File: config.mk
export PLATFORM = sky130hd
export DESIGN_NAME = tap_clk_switch_ctrl
export DESIGN_NICKNAME = d
export VERILOG_FILES = /design/src/rtl/tap_clk_switch_ctrl_pkg.sv /design/src/rtl/tap_clk_switch_ctrl.sv
export SDC_FILE = /design/constraint.sdc
export NUM_CORES = 1
export LEC_CHECK = 0
export CAP_MARGIN = 5
export CORE_UTILIZATION = 25
export CTS_CLUSTER_SIZE = 10
export DETAILED_ROUTE_END_ITERATION = 16
export PLACE_DENSITY = 0.49
export SLEW_MARGIN = 20
export SYNTH_ARGS = -nofsm -noshare
export SYNTH_HDL_FRONTEND = slang
export SYNTH_SLANG_ARGS = --single-unit
File: constraint.sdc
create_clock -name CRCU_CLK -period 5.15 [get_ports CRCU_CLK]
set_clock_uncertainty 0.2 [all_clocks]
set_input_delay 1.03 -clock CRCU_CLK [delete_from_list [all_inputs] [get_ports CRCU_CLK]]
set_output_delay 1.03 -clock CRCU_CLK [all_outputs]
set_load 0.05 [all_outputs]
File: src/rtl/tap_clk_switch_ctrl_pkg.sv
// Shared types and helpers for the CRCU tap-clock switch sequencer:
// state encoding, ratio-select codes and the select-to-ratio table.
package crcu_tap_pkg;

  typedef enum logic [2:0] {
    OFF,
    LOAD,
    SETTLE,
    ALIGN,
    RUN,
    DRAIN
  } tap_state_t;

  localparam logic [2:0] SEL_10M  = 3'b000;
  localparam logic [2:0] SEL_25M  = 3'b001;
  localparam logic [2:0] SEL_40M  = 3'b010;
  localparam logic [2:0] SEL_80M  = 3'b011;
  localparam logic [2:0] SEL_100M = 3'b100;

  localparam logic [7:0] RATIO_RESET = 8'd120;

  // Divide ratios assume a 1.2 GHz divider source clock.
  function automatic logic [7:0] tap_ratio(input logic [2:0] sel);
    logic [7:0] ratio;
    case (sel)
      SEL_10M:  ratio = 8'd120;
      SEL_25M:  ratio = 8'd48;
      SEL_40M:  ratio = 8'd30;
      SEL_80M:  ratio = 8'd15;
      SEL_100M: ratio = 8'd12;
      default:  ratio = RATIO_RESET;
    endcase
    return ratio;
  endfunction

  function automatic logic tap_sel_legal(input logic [2:0] sel);
    return (sel <= SEL_100M);
  endfunction

endpackage

File: src/rtl/tap_clk_switch_ctrl.sv
// Glitch-free tap-clock divider sequencer: programs, starts, gates and
// drains the tap clock divider from the tap clock control register fields.
module tap_clk_switch_ctrl
  import crcu_tap_pkg::*;
#(
  parameter int SETTLE_CYC = 4,
  parameter int DRAIN_TMO  = 255
) (
  input  logic       CRCU_CLK,
  input  logic       CRCU_RST_N,
  input  logic [2:0] sel,
  input  logic       clk_en,
  input  logic       clk_gate,
  input  logic       div_clk_lvl,
  output logic [7:0] div_ratio,
  output logic       div_load,
  output logic       div_run,
  output logic       tap_gate_en,
  output logic       busy,
  output logic       sel_err
);

  localparam logic [7:0] SETTLE_LAST = 8'(SETTLE_CYC - 1);
  localparam logic [7:0] DRAIN_LAST  = 8'(DRAIN_TMO - 1);

  tap_state_t state, next_state;
  logic [2:0] cur_sel, cur_sel_d;
  logic [7:0] cnt, cnt_d;
  logic [7:0] div_ratio_d;
  logic       div_load_d, div_run_d, tap_gate_en_d, busy_d;
  logic       want_on, sel_ok, sel_new;

  assign want_on = clk_en & ~clk_gate;
  assign sel_ok  = tap_sel_legal(sel);
  assign sel_new = sel_ok && (sel != cur_sel);

  always_ff @(posedge CRCU_CLK or negedge CRCU_RST_N) begin
    if (!CRCU_RST_N) begin
      state   <= OFF;
      cur_sel <= SEL_10M;
      cnt     <= '0;
    end else begin
      state   <= next_state;
      cur_sel <= cur_sel_d;
      cnt     <= cnt_d;
    end
  end

  // One shared counter: settle count in SETTLE, drain timeout in DRAIN.
  always_comb begin
    next_state = state;
    cur_sel_d  = cur_sel;
    cnt_d      = cnt;
    case (state)
      OFF: begin
        if (want_on && sel_ok) begin
          cur_sel_d  = sel;
          next_state = LOAD;
        end
      end
      LOAD: begin
        cnt_d      = '0;
        next_state = SETTLE;
      end
      SETTLE: begin
        if (!want_on) begin
          next_state = OFF;
        end else if (sel_new) begin
          cur_sel_d  = sel;
          next_state = LOAD;
        end else if (cnt == SETTLE_LAST) begin
          next_state = ALIGN;
        end else begin
          cnt_d = cnt + 8'd1;
        end
      end
      ALIGN: begin
        if (!want_on) begin
          next_state = OFF;
        end else if (sel_new) begin
          cur_sel_d  = sel;
          next_state = LOAD;
        end else if (!div_clk_lvl) begin
          next_state = RUN;
        end
      end
      RUN: begin
        if (!want_on || sel_new) begin
          cnt_d      = '0;
          next_state = DRAIN;
        end
      end
      DRAIN: begin
        // A reverted request still drains and reloads; the divider state is unknown.
        if (!div_clk_lvl || (cnt == DRAIN_LAST)) begin
          if (want_on && sel_ok) begin
            cur_sel_d  = sel;
            next_state = LOAD;
          end else begin
            next_state = OFF;
          end
        end else begin
          cnt_d = cnt + 8'd1;
        end
      end
      default: next_state = OFF;
    endcase
  end

  always_comb begin
    div_ratio_d   = div_ratio;
    div_load_d    = 1'b0;
    div_run_d     = 1'b0;
    tap_gate_en_d = 1'b0;
    busy_d        = 1'b0;
    case (next_state)
      LOAD: begin
        div_ratio_d = tap_ratio(cur_sel_d);
        div_load_d  = 1'b1;
        busy_d      = 1'b1;
      end
      SETTLE, ALIGN: begin
        div_run_d = 1'b1;
        busy_d    = 1'b1;
      end
      RUN: begin
        div_run_d     = 1'b1;
        tap_gate_en_d = 1'b1;
      end
      DRAIN: begin
        div_run_d     = 1'b1;
        tap_gate_en_d = 1'b1;
        busy_d        = 1'b1;
      end
      default: ;
    endcase
  end

  always_ff @(posedge CRCU_CLK or negedge CRCU_RST_N) begin
    if (!CRCU_RST_N) begin
      div_ratio   <= RATIO_RESET;
      div_load    <= 1'b0;
      div_run     <= 1'b0;
      tap_gate_en <= 1'b0;
      busy        <= 1'b0;
      sel_err     <= 1'b0;
    end else begin
      div_ratio   <= div_ratio_d;
      div_load    <= div_load_d;
      div_run     <= div_run_d;
      tap_gate_en <= tap_gate_en_d;
      busy        <= busy_d;
      sel_err     <= ~sel_ok;
    end
  end

endmodule

==> results_dict.tcl <==
set metrics [dict create \
    outcome "complete, no violations" \
    drt_iter0_drc 64 \
    synth_top_cell_by_area "dfrtp_1" \
    tightest_slew_ns 0.623 \
    cts_hold_buffers 0 \
    htree_levels 1 \
    cp.required_ns 5.11 \
    synth_edf_count 0 \
    end_kind "flop" \
    worstPathArrival_ns 3.54 \
    grt_setup_unrepaired "no" \
    finalSetupViolCount 0 \
    gp_congestion 0.796 \
    globalRouteTotalUtil 0.112 \
    cts_root_buf "clkbuf_8" \
    areaGrowthSynthToFinish_pct 18.2 \
    ys_seq_elements 26 \
    netlist_top_cells_area "dfrtp_1 33%, dfstp_2 6.3%, o21ai_0 4.8%, nand2_1 2.5%, a31oi_1 2.3%" \
    seqCellArea_um2 656 \
    fin_util 0.307 \
    max-cap-violations 0 \
    synth_cells 168 \
    hpwl_um 2560 \
    worstPathMaxFanout 12 \
    rr_startpoint "cnt[0]$_DFFE_PN0P_" \
    routedWlPerCell_um 13.8 \
    slew_headroom 0.584 \
    tritoncts "built" \
    grt_pass1_vias 1262 \
    synth_top_area_frac 0.332 \
    drive_above_1_share 0.169 \
    r2r-end "div_ratio[0]$_DFFE_PN0N_" \
    mostFrequentLayoutCell "dfrtp_1" \
    timing.setup.tns_ns 0 \
    worst_slack_ns 1.58 \
    synth_fp_nets 179 \
    layout_common_cells "22 x dfrtp_1, 19 x clkdlybuf4s50_1, 16 x o21ai_0" \
    vias 1289 \
    preCtsSetupSlack_ns 1.27 \
    async_reset_ff_frac 1.00 \
    cts_sinks 26 \
    die-area_um2 6970 \
    finalCritPeriodShare 0.694 \
    stdcell_count 260 \
    die_w_um 83.5 \
    rr_worst_depth 7 \
    grt-ovfl-total 0 \
    maxSlewViolCount 0 \
    antenna_found_initial 0 \
    start_util 0.260 \
    die_h_um 83.5 \
    grt_max_degree 27 \
    dp.cells 256 \
    ir_drop_mv 0.168 \
    final_cell_area_um2 1960 \
    io_buffer_count 19 \
    avgSynthCellArea_um2 9.88 \
    crit_end "div_ratio[0]$_DFFE_PN0N_" \
    wl_um 3590 \
    core-area_um2 6390 \
    hold_class "reg -> reg" \
    start_kind "input pin" \
    drt_first_pass_iters 4 \
    p_per_area_nw_per_um2 428 \
    max_freq_ghz 0.280 \
    grt_pass1_wl_um 6340 \
    hold_violations 0 \
    critPathKind "in -> reg" \
    worst-r2r-setup-slack_ns 2.37 \
    via_per_inst 4.96 \
    clock_path_buffers 2 \
    io_pins 21 \
    clk_pin_slew_ns 0.09 \
    min_period_ns 3.57 \
    antenna_left 0 \
    multi_input_area_um2 911 \
    yosys_most_used_dff "dfrtp_1" \
    fillerInstances 668 \
    ys_warn_count 0 \
    num_rows 29 \
    cts_made_buffers 3 \
    synth_cell_types 59 \
    leakage_nw 0.832 \
    startpoint "sel[1]" \
    place_area_um2 1890 \
    p_total_mw 0.839 \
    clkLatencyLatePin_ns 0.27 \
    post_cts_buffers 0 \
    netlist_area_um2 1660 \
    holdWs_ns 0.277 \
    drc 0 \
    ys_seq_area_frac 0.395 \
    ctsResizeCount 0 \
    final_nets 195 \
    antenna_cells 0 \
]
-- registers in the layout (all words and copies together) (netlist names), 3 cells and up --
signal,flops
cnt,8
cur_sel,3
state,3
div_ratio,7
-- layout make-up --
cell class                      instances  share of cell area
Multi-Input combinational cell        125               0.464
Sequential cell                        26               0.334
Timing Repair Buffer                   20               0.101
Tap cell                               77              0.0491
Clock buffer                            3              0.0210
Clock inverter                          1              0.0153
Inverter                                8              0.0153
-- logic make-up after synthesis --
group / after synthesis / share of synthesized area
compound gates: 56 / 0.282
xor+xnor: 2 / 0.0106
fa+ha+maj: 3 / 0.0226
buf+inv: 17 / 0.0565
flops: 26 / 0.395
mux: 2 / 0.0136
other cells: 1 / 0.00226
simple gates: 61 / 0.218
-- where the power goes --
part	total, mW	switching, mW	leakage [nW]	internal, mW
combinational	0.361	0.224	0.462	0.137
sequential	0.307	0.0443	0.334	0.262
clock	0.172	0.0675	0.0357	0.104
total	0.839	0.336	0.832	0.503
-- metal layers --
metal	GRT usage	part of all wire	vias up	wire, um
li1	-	-	641	-
met1	0.159	0.52	623	1860
met2	0.165	0.44	23	1580
met3	0.0208	0.029	2	103
met4	0.0478	0.012	0	42
met5	0	0	-	0
-- Yosys cell counts, drive strengths merged (2+ instances only) --
master and instances:
mux2 2, a21oi 5, a31oi 6, nor2b 5, dfstp 4, nor2 10
or2 2, o41ai 2, and3 5, a21boi 2, buf 7, o31ai 4
nor3b 3, nand3 3, o2bb2ai 2, a31o 2, and3b 2, o221ai 3
and2 3, nor3 7, a21o 3, nand2 11, clkbuf 2, dfrtp 22
inv 8, nand2b 6, o21ai 19, ha 3
-- critical path: stages --
cell	delay [ns]
clkdlybuf4s50_1	0.55
xor2_1	0.23
o311a_4	0.38
a21o_2	0.21
a32o_1	0.27
o221ai_2	0.48
mux2_2	0.39
-- worst min-delay path by stage --
stage	from	slack, ns	endpoint	cells after the start
2_1_floorplan	cnt[7]$_DFFE_PN0P_	0.28	cnt[7]$_DFFE_PN0P_	1
3_3_place_gp	div_ratio[4]$_DFFE_PN1N_	0.27	div_ratio[4]$_DFFE_PN1N_	2
3_5_place_dp	div_ratio[6]$_DFFE_PN1N_	0.27	div_ratio[6]$_DFFE_PN1N_	2
4_1_cts	div_ratio[6]$_DFFE_PN1N_	0.28	div_ratio[6]$_DFFE_PN1N_	2
5_1_grt	div_ratio[6]$_DFFE_PN1N_	0.31	div_ratio[6]$_DFFE_PN1N_	2
6_report	div_ratio[6]$_DFFE_PN1N_	0.28	div_ratio[6]$_DFFE_PN1N_	2
Note: power is estimated with default switching activity, not from simulation.
